## src/rtl/udp_frame_tx_if.sv

```systemverilog
// Payload byte stream into udp_frame_tx: valid/ready handshake with end-of-frame marker.
interface udp_frame_tx_if;
  logic       s_valid;
  logic       s_ready;
  logic [7:0] s_data;
  logic       s_last;

  modport master (output s_valid, output s_data, output s_last, input s_ready);
  modport slave  (input s_valid, input s_data, input s_last, output s_ready);
endinterface

```

## src/rtl/udp_frame_tx.sv

```systemverilog
// Buffers one UDP payload, then emits preamble, Ethernet/IPv4/UDP headers, payload, pad and FCS on GMII.
// Optional macro UDP_TX_CSUM_EN: compute the UDP checksum (otherwise the field is sent as 0x0000).
module udp_frame_tx #(
  parameter logic [47:0] SRC_MAC     = 48'h001122334455,
  parameter logic [47:0] DST_MAC     = 48'hFFFFFFFFFFFF,
  parameter logic [31:0] SRC_IP      = 32'hC0A80064,
  parameter logic [31:0] DST_IP      = 32'hC0A80062,
  parameter logic [15:0] SRC_PORT    = 16'd12345,
  parameter logic [15:0] DST_PORT    = 16'd5555,
  parameter int          MAX_PAYLOAD = 64,
  parameter int          IFG_CYCLES  = 12
) (
  input  logic               clk,
  input  logic               rst_n,
  udp_frame_tx_if.slave      s,
  output logic [7:0]         gmii_txd,
  output logic               gmii_tx_en,
  output logic               gmii_tx_er,
  output logic               busy,
  output logic               frame_done,
  output logic               overflow,
  output logic [31:0]        frame_count
);

  localparam int          AW   = (MAX_PAYLOAD > 1) ? $clog2(MAX_PAYLOAD) : 1;
  localparam logic [15:0] MAXP = 16'(MAX_PAYLOAD);
  localparam logic [15:0] IFGC = 16'(IFG_CYCLES);
  // Every IPv4 header word except total length and the checksum itself.
  localparam logic [31:0] IP_CONST = 32'h4500 + 32'h0001 + 32'h4000 + 32'h4011 +
                                     {16'h0, SRC_IP[31:16]} + {16'h0, SRC_IP[15:0]} +
                                     {16'h0, DST_IP[31:16]} + {16'h0, DST_IP[15:0]};

  typedef enum logic [2:0] {LOAD, PREAMBLE, HEADER, PAYLOAD, PAD, FCS, IFG} state_t;

  state_t      state_reg;
  logic [15:0] cnt_reg;
  logic [15:0] len_reg;
  logic [31:0] crc_reg;
  logic [15:0] ip_csum_reg;
  logic        s_ready_reg;
  logic [7:0]  gmii_txd_reg;
  logic        gmii_tx_en_reg;
  logic        busy_reg;
  logic        frame_done_reg;
  logic        overflow_reg;
  logic [31:0] frame_count_reg;

  logic [7:0]  mem [MAX_PAYLOAD];
  logic [7:0]  rd_data_reg;
  logic [AW-1:0] rd_addr;
  logic [AW-1:0] wr_addr;

  logic        accept;
  logic        store;
  logic [15:0] ip_len;
  logic [15:0] udp_len;
  logic [15:0] udp_csum;
  logic [335:0] hdr_vec;
  logic [7:0]  hdr_bytes [64];
  logic [31:0] fcs_word;
  logic [7:0]  tx_byte;
  logic [31:0] ip_sum;
  logic [16:0] ip_f1;
  logic [15:0] ip_f2;

  assign s.s_ready   = s_ready_reg;
  assign gmii_txd    = gmii_txd_reg;
  assign gmii_tx_en  = gmii_tx_en_reg;
  assign gmii_tx_er  = 1'b0;
  assign busy        = busy_reg;
  assign frame_done  = frame_done_reg;
  assign overflow    = overflow_reg;
  assign frame_count = frame_count_reg;

  assign accept  = s.s_valid & s_ready_reg;
  assign store   = accept & (len_reg < MAXP);
  assign ip_len  = len_reg + 16'd28;
  assign udp_len = len_reg + 16'd8;
  assign wr_addr = AW'(len_reg);

  assign ip_sum = IP_CONST + {16'h0, ip_len};
  assign ip_f1  = {1'b0, ip_sum[15:0]} + {1'b0, ip_sum[31:16]};
  assign ip_f2  = ip_f1[15:0] + {15'h0, ip_f1[16]};

`ifdef UDP_TX_CSUM_EN
  localparam logic [31:0] UDP_CONST = {16'h0, SRC_IP[31:16]} + {16'h0, SRC_IP[15:0]} +
                                      {16'h0, DST_IP[31:16]} + {16'h0, DST_IP[15:0]} +
                                      32'h0011 + {16'h0, SRC_PORT} + {16'h0, DST_PORT};
  logic [31:0] udp_acc_reg;
  logic [15:0] udp_csum_reg;
  logic [31:0] udp_sum;
  logic [16:0] udp_f1;
  logic [15:0] udp_f2;
  // udp_len appears twice: once in the pseudo-header, once in the UDP header.
  assign udp_sum  = udp_acc_reg + UDP_CONST + {15'h0, udp_len, 1'b0};
  assign udp_f1   = {1'b0, udp_sum[15:0]} + {1'b0, udp_sum[31:16]};
  assign udp_f2   = udp_f1[15:0] + {15'h0, udp_f1[16]};
  assign udp_csum = udp_csum_reg;
`else
  assign udp_csum = 16'h0000;
`endif

  assign hdr_vec = {DST_MAC, SRC_MAC, 16'h0800, 8'h45, 8'h00, ip_len, 16'h0001, 16'h4000,
                    8'h40, 8'h11, ip_csum_reg, SRC_IP, DST_IP, SRC_PORT, DST_PORT,
                    udp_len, udp_csum};

  generate
    for (genvar gi = 0; gi < 64; gi++) begin : g_hdr
      if (gi < 42) begin : g_byte
        assign hdr_bytes[gi] = hdr_vec[8*(41-gi) +: 8];
      end else begin : g_zero
        assign hdr_bytes[gi] = 8'h00;
      end
    end
  endgenerate

  assign fcs_word = ~crc_reg;

  always_comb begin
    tx_byte = 8'h00;
    case (state_reg)
      PREAMBLE: tx_byte = (cnt_reg == 16'd7) ? 8'hD5 : 8'h55;
      HEADER:   tx_byte = hdr_bytes[cnt_reg[5:0]];
      PAYLOAD:  tx_byte = rd_data_reg;
      FCS:      tx_byte = fcs_word[{cnt_reg[1:0], 3'b000} +: 8];
      default:  tx_byte = 8'h00;
    endcase
  end

  // Prefetch one byte ahead so the registered read lines up with the PAYLOAD counter.
  always_comb begin
    rd_addr = '0;
    if (state_reg == PAYLOAD && (cnt_reg + 16'd1) < MAXP)
      rd_addr = AW'(cnt_reg + 16'd1);
  end

  always_ff @(posedge clk) begin
    if (store)
      mem[wr_addr] <= s.s_data;
    rd_data_reg <= mem[rd_addr];
  end

  function automatic logic [31:0] crc_step(input logic [31:0] c, input logic [7:0] d);
    logic [31:0] r;
    r = c ^ {24'h0, d};
    for (int i = 0; i < 8; i++)
      r = r[0] ? ((r >> 1) ^ 32'hEDB88320) : (r >> 1);
    return r;
  endfunction

  always_ff @(posedge clk or negedge rst_n) begin
    if (!rst_n) begin
      state_reg       <= LOAD;
      cnt_reg         <= '0;
      len_reg         <= '0;
      crc_reg         <= '0;
      ip_csum_reg     <= '0;
      s_ready_reg     <= 1'b0;
      gmii_txd_reg    <= 8'h00;
      gmii_tx_en_reg  <= 1'b0;
      busy_reg        <= 1'b0;
      frame_done_reg  <= 1'b0;
      overflow_reg    <= 1'b0;
      frame_count_reg <= '0;
`ifdef UDP_TX_CSUM_EN
      udp_acc_reg     <= '0;
      udp_csum_reg    <= '0;
`endif
    end else begin
      frame_done_reg <= 1'b0;
      overflow_reg   <= 1'b0;
      s_ready_reg    <= 1'b0;
      gmii_txd_reg   <= tx_byte;
      gmii_tx_en_reg <= 1'b1;
      case (state_reg)
        LOAD: begin
          gmii_txd_reg   <= 8'h00;
          gmii_tx_en_reg <= 1'b0;
          s_ready_reg    <= 1'b1;
          if (accept) begin
            busy_reg <= 1'b1;
            if (store) begin
              len_reg <= len_reg + 16'd1;
`ifdef UDP_TX_CSUM_EN
              udp_acc_reg <= udp_acc_reg + (len_reg[0] ? {24'h0, s.s_data}
                                                       : {16'h0, s.s_data, 8'h00});
`endif
            end else begin
              overflow_reg <= 1'b1;
            end
            // The first preamble byte goes out on the edge that accepts s_last.
            if (s.s_last) begin
              s_ready_reg    <= 1'b0;
              state_reg      <= PREAMBLE;
              cnt_reg        <= 16'd1;
              gmii_txd_reg   <= 8'h55;
              gmii_tx_en_reg <= 1'b1;
            end
          end
        end
        PREAMBLE: begin
          crc_reg     <= 32'hFFFFFFFF;
          ip_csum_reg <= ~ip_f2;
`ifdef UDP_TX_CSUM_EN
          udp_csum_reg <= (~udp_f2 == 16'h0000) ? 16'hFFFF : ~udp_f2;
`endif
          if (cnt_reg == 16'd7) begin
            state_reg <= HEADER;
            cnt_reg   <= '0;
          end else begin
            cnt_reg <= cnt_reg + 16'd1;
          end
        end
        HEADER: begin
          crc_reg <= crc_step(crc_reg, tx_byte);
          if (cnt_reg == 16'd41) begin
            state_reg <= PAYLOAD;
            cnt_reg   <= '0;
          end else begin
            cnt_reg <= cnt_reg + 16'd1;
          end
        end
        PAYLOAD: begin
          crc_reg <= crc_step(crc_reg, tx_byte);
          if (cnt_reg == len_reg - 16'd1) begin
            // Pad continues the payload index until 18 bytes follow the 42-byte header.
            if (len_reg < 16'd18) begin
              state_reg <= PAD;
              cnt_reg   <= len_reg;
            end else begin
              state_reg <= FCS;
              cnt_reg   <= '0;
            end
          end else begin
            cnt_reg <= cnt_reg + 16'd1;
          end
        end
        PAD: begin
          crc_reg <= crc_step(crc_reg, tx_byte);
          if (cnt_reg == 16'd17) begin
            state_reg <= FCS;
            cnt_reg   <= '0;
          end else begin
            cnt_reg <= cnt_reg + 16'd1;
          end
        end
        FCS: begin
          if (cnt_reg == 16'd3) begin
            state_reg <= IFG;
            cnt_reg   <= '0;
          end else begin
            cnt_reg <= cnt_reg + 16'd1;
          end
        end
        default: begin
          gmii_txd_reg   <= 8'h00;
          gmii_tx_en_reg <= 1'b0;
          if (cnt_reg == 16'd0) begin
            frame_done_reg  <= 1'b1;
            frame_count_reg <= frame_count_reg + 32'd1;
          end
          if (cnt_reg == IFGC) begin
            state_reg   <= LOAD;
            cnt_reg     <= '0;
            len_reg     <= '0;
            busy_reg    <= 1'b0;
            s_ready_reg <= 1'b1;
`ifdef UDP_TX_CSUM_EN
            udp_acc_reg <= '0;
`endif
          end else begin
            cnt_reg <= cnt_reg + 16'd1;
          end
        end
      endcase
    end
  end

endmodule

```

## src/flat_wrapper.sv

```systemverilog
// flat-port wrapper written by rule: the top's interface ports become plain ports
module udp_frame_tx_flat 
#(
  parameter logic [47:0] SRC_MAC     = 48'h001122334455,
  parameter logic [47:0] DST_MAC     = 48'hFFFFFFFFFFFF,
  parameter logic [31:0] SRC_IP      = 32'hC0A80064,
  parameter logic [31:0] DST_IP      = 32'hC0A80062,
  parameter logic [15:0] SRC_PORT    = 16'd12345,
  parameter logic [15:0] DST_PORT    = 16'd5555,
  parameter int          MAX_PAYLOAD = 64,
  parameter int          IFG_CYCLES  = 12
)
  (clk, rst_n, gmii_txd, gmii_tx_en, gmii_tx_er, busy, frame_done, overflow, frame_count, s_s_valid, s_s_data, s_s_last, s_s_ready);
  udp_frame_tx_if s_i ();
  input  logic clk;
  input  logic rst_n;
  output logic [7:0] gmii_txd;
  output logic gmii_tx_en;
  output logic gmii_tx_er;
  output logic busy;
  output logic frame_done;
  output logic overflow;
  output logic [31:0] frame_count;
  input wire logic [$bits(s_i.s_valid)-1:0] s_s_valid;
  input wire logic [$bits(s_i.s_data)-1:0] s_s_data;
  input wire logic [$bits(s_i.s_last)-1:0] s_s_last;
  output wire logic [$bits(s_i.s_ready)-1:0] s_s_ready;
  assign s_i.s_valid = s_s_valid;
  assign s_i.s_data = s_s_data;
  assign s_i.s_last = s_s_last;
  assign s_s_ready = s_i.s_ready;
  udp_frame_tx #(.SRC_MAC(SRC_MAC), .DST_MAC(DST_MAC), .SRC_IP(SRC_IP), .DST_IP(DST_IP), .SRC_PORT(SRC_PORT), .DST_PORT(DST_PORT), .MAX_PAYLOAD(MAX_PAYLOAD), .IFG_CYCLES(IFG_CYCLES)) u_core (.clk(clk), .rst_n(rst_n), .s(s_i), .gmii_txd(gmii_txd), .gmii_tx_en(gmii_tx_en), .gmii_tx_er(gmii_tx_er), .busy(busy), .frame_done(frame_done), .overflow(overflow), .frame_count(frame_count));
endmodule
```

## config.mk

```make
export PLATFORM = sky130hd
export DESIGN_NAME = udp_frame_tx_flat
export DESIGN_NICKNAME = d
export VERILOG_FILES = /design/src/rtl/udp_frame_tx_if.sv /design/src/rtl/udp_frame_tx.sv /design/src/flat_wrapper.sv
export SDC_FILE = /design/constraint.sdc
export NUM_CORES = 1
export LEC_CHECK = 0
export BUFFER_PORTS_ARGS = -buffer_cell sky130_fd_sc_hd__buf_2
export CAP_MARGIN = 20
export CORE_ASPECT_RATIO = 1.75
export CORE_MARGIN = 2
export CORE_UTILIZATION = 35
export CTS_BUF_LIST = sky130_fd_sc_hd__clkbuf_2 sky130_fd_sc_hd__clkbuf_4 sky130_fd_sc_hd__clkbuf_8
export CTS_CLUSTER_DIAMETER = 100
export DETAILED_ROUTE_END_ITERATION = 10
export MAX_ROUTING_LAYER = met4
export PLACE_DENSITY = 0.54
export SLEW_MARGIN = 20
export SYNTH_ARGS = -nofsm -noshare
export SYNTH_HDL_FRONTEND = slang
export SYNTH_SLANG_ARGS = --single-unit
```

## constraint.sdc

```tcl
create_clock -name clk -period 11.21 [get_ports clk]
set_input_delay 2.242 -clock clk [delete_from_list [all_inputs] [get_ports clk]]
set_output_delay 2.242 -clock clk [all_outputs]
set_load 0.05 [all_outputs]
```

=== Yosys cells after proc, flatten, opt, wreduce, memory -nomap -nowiden ===
Memories as Yosys holds them, arrays and structs flattened. A register that Yosys moved wholly into a read port is not among the register bits.
Index checks and enable logic that the tools add are counted.

* Output and inout port bits: 46
* Bits in writable memories: 512
* Flip-flop bits (word level): 128
* Memories kept: 1

{| class="wikitable"
|+ Memories
! memory !! words !! bits a word !! rd ports !! clocked after memory_dff !! write ports !! line !! source
|-
| u_core.mem || 64 || 8 || 1 || 1 || 1 || udp_frame_tx.sv:48 || <nowiki>logic [7:0] mem [MAX_PAYLOAD];</nowiki>
|}

* Eq/ne operators: 19
* $lt $le $gt $ge: 4
* Shift-type cells: 1
* Bitwise operators: 16
* Reduce and logical (&&, ||, !) cells: 14
* Add/sub/neg operators: 9
* Muxes and demuxes: 59

{| class="wikitable"
|+ Operators by type and width
! cell !! count
|-
| $mux W32 || 8
|-
| $mux W16 || 12
|-
| $not A13 Y14 || 8
|-
| $pmux W16 S6 || 1
|-
| $pmux W32 S2 || 1
|-
| $bmux W8 S6 || 1
|-
| $add A16 B1 Y16 const B || 2
|-
| $add A32 B1 Y32 const B || 1
|-
| $lt A16 B7 Y1 const B || 2
|-
| $mux W8 || 4
|-
| $not A32 Y32 || 1
|-
| $pmux W16 S2 || 1
|-
| $pmux W8 S4 || 1
|-
| $shiftx A32 B6 Y8 || 1
|-
| $xor A32 B8 Y32 || 1
|-
| $mux W3 || 8
|-
| $add A18 B16 Y19 const A || 1
|-
| $pmux W3 S6 || 1
|-
| $add A16 B16 Y17 || 1
|-
| $add A16 B1 Y16 || 1
|-
| $add A16 B4 Y16 const B || 1
|-
| $add A16 B5 Y16 const B || 1
|-
| $eq A16 B16 Y1 || 1
|-
| $eq A16 B2 Y1 const B || 1
|-
| 33 further kinds || 61
|}

=== Logic depth before layout (Yosys ltp) ===
* Depth after elaboration: 23
* Gate-level depth with buffers: 30

=== Worst setup path before layout ===
OpenSTA, ideal clock, no wires.

* Path kind: register to register
* Start: reg u_core.len_reg[3]
* End: reg u_core.ip_csum_reg[14]
* Slack: 5.579 ns
* Stages on the path, launching flop included: 30
* Arrival: 5.505 ns
* Period minus slack after synthesis: 5.631 ns
* Required time: 11.084 ns
* Cell sequence: dfrtp_1 > clkbuf_1 > inv_1 > ha_1 > nor2b_1 > clkbuf_1 > or4_1 > and2_1 > nor3_1 > o31ai_1 > nor2b_1 > nor2_1 > ha_1 > inv_1 > ha_1 > and3b_1 > o211ai_1 > nor2_1 > nand3_1 > nor3_1 > ha_1 > ha_1 > o21ai_0 > nor2_1 > nand2_1 > nor2_1 > nand2_1 > nor2_1 > a311oi_1 > a221o_1

* Longest elaborated chain between the ends: 5

{| class="wikitable"
|+ Ends and longest elaborated chain
! element !! line !! source
|-
| start, declared || udp_frame_tx.sv:37 || <nowiki>logic [15:0] len_reg;</nowiki>
|-
| start signal, assigned || udp_frame_tx.sv:183 || <nowiki>len_reg <= len_reg + 16'd1;</nowiki>
|-
| $add A16 B5 Y16 || udp_frame_tx.sv:77 || <nowiki>assign ip_len = len_reg + 16'd28;</nowiki>
|-
| $add A18 B16 Y19 || udp_frame_tx.sv:81 || <nowiki>assign ip_sum = IP_CONST + {16'h0, ip_len};</nowiki>
|-
| $add A16 B16 Y17 || udp_frame_tx.sv:82 || <nowiki>assign ip_f1 = {1'b0, ip_sum[15:0]} + {1'b0, ip_sum[31:16]};</nowiki>
|-
| $add A16 B1 Y16 || udp_frame_tx.sv:83 || <nowiki>assign ip_f2 = ip_f1[15:0] + {15'h0, ip_f1[16]};</nowiki>
|-
| $not A16 Y16 || udp_frame_tx.sv:203 || <nowiki>ip_csum_reg <= ~ip_f2;</nowiki>
|-
| end signal, assigned || udp_frame_tx.sv:203 ||
|-
| end, declared || udp_frame_tx.sv:39 || <nowiki>logic [15:0] ip_csum_reg;</nowiki>
|}

No other way between the ends.
A chain may end at the register's enable or synchronous reset.

=== Worst setup path after layout ===
* Start: reg u_core.len_reg[4]
* End: reg u_core.ip_csum_reg[14]

Same word-level chain as after synthesis.

==> impl_metrics.env <==
export IMPL_status="finished, final reports clean"
export IMPL_yosysWarnings=0
export IMPL_drtAntennaViolNets=0
export IMPL_nets=2596
export IMPL_grt_usage_pct=22.17
export IMPL_hpwl_mm=67.51
export IMPL_synth_area_leader_cell="edfxtp_1"
export IMPL_cts_resized=0
export IMPL_dr_total_vias=21420
export IMPL_row_count=144
export IMPL_crit_arrival_ns=7.81
export IMPL_place_congestion=0.9434
export IMPL_largest_register_ffs=512
export IMPL_ys_seq_area_share_pct=60.81
export IMPL_syn_to_final_growth_pct=11.72
export IMPL_synth_area_leaders="edfxtp_1, dfrtp_1, xnor2_1"
export IMPL_cts_root_buf="clkbuf_8"
export IMPL_dieHeight_um=396.5
export IMPL_cts_buffers_inserted=98
export IMPL_core_um2=87560
export IMPL_period_minus_slack_ns=7.159
export IMPL_clock_sinks=648
export IMPL_tightestPinTransition_ns=1.170
export IMPL_synth_edf_count=512
export IMPL_io_pins=58
export IMPL_peakVddDrop_v=0.0003794
export IMPL_cts_tree="built"
export IMPL_synth_ff_type="edfxtp_1"
export IMPL_fmax_mhz=139.7
export IMPL_yosysTopAreaCellShare_pct=49.89
export IMPL_slew_violations=0
export IMPL_wl_mm=98.15
export IMPL_slew_headroom_pct=20.77
export IMPL_drive_gt1_share_pct=14.07
export IMPL_async_reset_ff_share_pct=19.75
export IMPL_tns_ns=0
export IMPL_p_per_area_nw_per_um2=335.7
export IMPL_grt_overflow_total=0
export IMPL_syn_avg_cell_area_um2=12.26
export IMPL_clkTransAtPathRegs_ns=0.07
export IMPL_initial_core_util_pct=35.19
export IMPL_cts_hold_buf=0
export IMPL_io_buffers=56
export IMPL_dieArea_um2=90530
export IMPL_synthCells=2514
export IMPL_via_per_inst=5.616
export IMPL_min_path_type="flop to flop"
export IMPL_nFillCells=8526
export IMPL_drt_initial_drc_count=1676
export IMPL_grt_pass1_wl_mm=144.1
export IMPL_postCtsSetupBuffers=0
export IMPL_drc=0
export IMPL_synth_seq_cells=648
export IMPL_wire_per_inst_um=25.73
export IMPL_max_cap_violations=0
export IMPL_startpoint_type="flop"
export IMPL_dpl_cell_area_um2=32350
export IMPL_synth_cell_types=98
export IMPL_post_route_period_util_pct=63.87
export IMPL_placed_cells=3630
export IMPL_dp_slack_ns=4.085
export IMPL_skew_ns=0.05608
export IMPL_worstSetupEndpointType="flop"
export IMPL_grt_pass1_vias=22080
export IMPL_grt_max_degree=132
export IMPL_synth_area_um2=30820
export IMPL_fin_ws_ns=4.051
export IMPL_final_hold_viol_count=0
export IMPL_worstPathMaxFanout=18
export IMPL_stdcell_area_um2=34430
export IMPL_clockBufferDepth=3
export IMPL_htree_levels=3
export IMPL_syn_num_nets=2547
export IMPL_setup_worst_path_class="flop to flop"
export IMPL_fp_dieW_um=228.3
export IMPL_fin_cells=3814
export IMPL_worstPathRequired_ns=11.86
export IMPL_leakage_nw=11.88
export IMPL_clk_latency_ns=0.81
export IMPL_finalSetupViolCount=0
export IMPL_rsz0062_at_grt="false"
export IMPL_first_pass_iters=5
export IMPL_antenna_found_initial=2
==> cell type report <==
class,instances,area [µm²],area share [%]
Antenna cell,2,5.005,0.01454
Timing Repair Buffer,102,648.1,1.883
Inverter,33,123.9,0.3598
Multi-Input combinational cell,1680,11400,33.12
Tap cell,1168,1461,4.245
Sequential cell,648,18740,54.44
Clock inverter,45,402.9,1.170
Clock buffer,136,1640,4.765
==> report_power, final <==
| group | total [W] | leakage (nW) | internal (W) | switching [W] |
|---|---|---|---|---|
| sequential | 0.00299 | 6.29 | 0.00280 | 0.000193 |
| clock | 0.00206 | 1.08 | 0.00108 | 0.000979 |
| combinational | 0.00651 | 4.52 | 0.00234 | 0.00416 |
| total | 0.0116 | 11.9 | 0.00622 | 0.00534 |
==> layer usage <==
layer	track usage, %	wire length, µm	up-vias
li1	-	-	9668
met1	21.50	33540	10660
met2	39.80	51940	804
met3	3.351	4437	294
met4	16.63	8235	0
met5	-	0	-
==> placed cells by master (no fill, tap or decap), types with 23 or more instances in the layout <==
| cell type | synthesis | final |
|---|---|---|
| o221ai_1 | 26 | 26 |
| clkbuf_4 | 0 | 37 |
| o21ai_0 | 136 | 136 |
| nand4_1 | 26 | 26 |
| buf_2 | 30 | 55 |
| dfrtp_1 | 128 | 127 |
| o211ai_1 | 28 | 28 |
| a21oi_1 | 122 | 122 |
| and3_1 | 28 | 28 |
| inv_1 | 29 | 28 |
| clkbuf_8 | 0 | 99 |
| nor3_1 | 60 | 59 |
| xor2_1 | 47 | 46 |
| a31oi_1 | 23 | 23 |
| mux2i_1 | 80 | 80 |
| nor2_1 | 225 | 224 |
| mux4_2 | 37 | 37 |
| buf_4 | 8 | 44 |
| edfxtp_1 | 512 | 512 |
| nand2_1 | 211 | 211 |
| nand3_1 | 103 | 103 |
| xnor2_1 | 111 | 108 |
| nor2b_1 | 25 | 25 |
==> logic make-up (layout without fill, tap and decap cells) <==
group                      after synthesis  count (layout)  synth area share (%)
other                                    1               3               0.01217
xor gates and xnor gates               170             170                 5.246
muxes                                  129             129                 5.741
AOI/OAI and AO/OA                      555             555                 12.23
and+or+nand+nor                        804             804                 12.60
buffers and inverters                  186             316                 2.509
DFF                                    648             648                 60.81
adders and majority gates               21              21                0.8526
==> cells in the mapped netlist (all sizes together) (37+ instances only) <==
master / number
a21oi: 122
buf: 57
clkbuf: 96
dfrtp: 128
edfxtp: 512
mux2i: 80
mux4: 37
nand2: 211
nand3: 104
nor2: 226
nor3: 62
o21ai: 139
xnor2: 116
xor2: 50
==> final timing paths <==
kind                                   startpoint                endpoint  slack (ns)  cells past startpoint
max                             u_core.len_reg[4]  u_core.ip_csum_reg[14]        4.05                     27
min                        u_core.frame_count[31]  u_core.frame_count[31]        0.47                      1
max reg2reg                     u_core.len_reg[4]  u_core.ip_csum_reg[14]        4.05                     27
min reg2reg                u_core.frame_count[31]  u_core.frame_count[31]        0.47                      1
max in group asynchronous                   rst_n      u_core.crc_reg[21]        8.32                      2
min in group asynchronous                   rst_n      u_core.len_reg[12]        1.44                      1
==> per-stage QoR <==
step | power [W] | hold slack [ns] | util, %
floorplan | 0.007365 | 0.4444 | -
global placement | 0.009477 | 0.4624 | 36.95
detailed placement | 0.009527 | 0.4646 | 36.95
CTS | 0.01161 | 0.4736 | 39.28
global route | 0.01213 | 0.4884 | 39.32
finish | 0.01156 | 0.4669 | 39.32
==> critical path, cell delays in order (launching register included) <==
cell	delay, ns
dfrtp_1	0.70
inv_1	0.23
ha_1	0.29
a21boi_2	0.29
nor4_1	0.87
xnor2_1	0.24
nor3_1	0.28
o31ai_1	0.14
nor2b_1	0.15
nor2_1	0.19
ha_1	0.26
inv_1	0.06
ha_1	0.26
and3b_1	0.35
o211ai_1	0.16
nor2_1	0.25
nand3_1	0.26
nor3_1	0.39
ha_1	0.23
ha_1	0.18
o21ai_0	0.13
nor2_1	0.14
nand2_1	0.10
nor2_1	0.15
nand2_1	0.09
nor2_1	0.21
a311oi_1	0.12
a221o_1	0.29
Note: power is estimated with default switching activity, not from simulation.
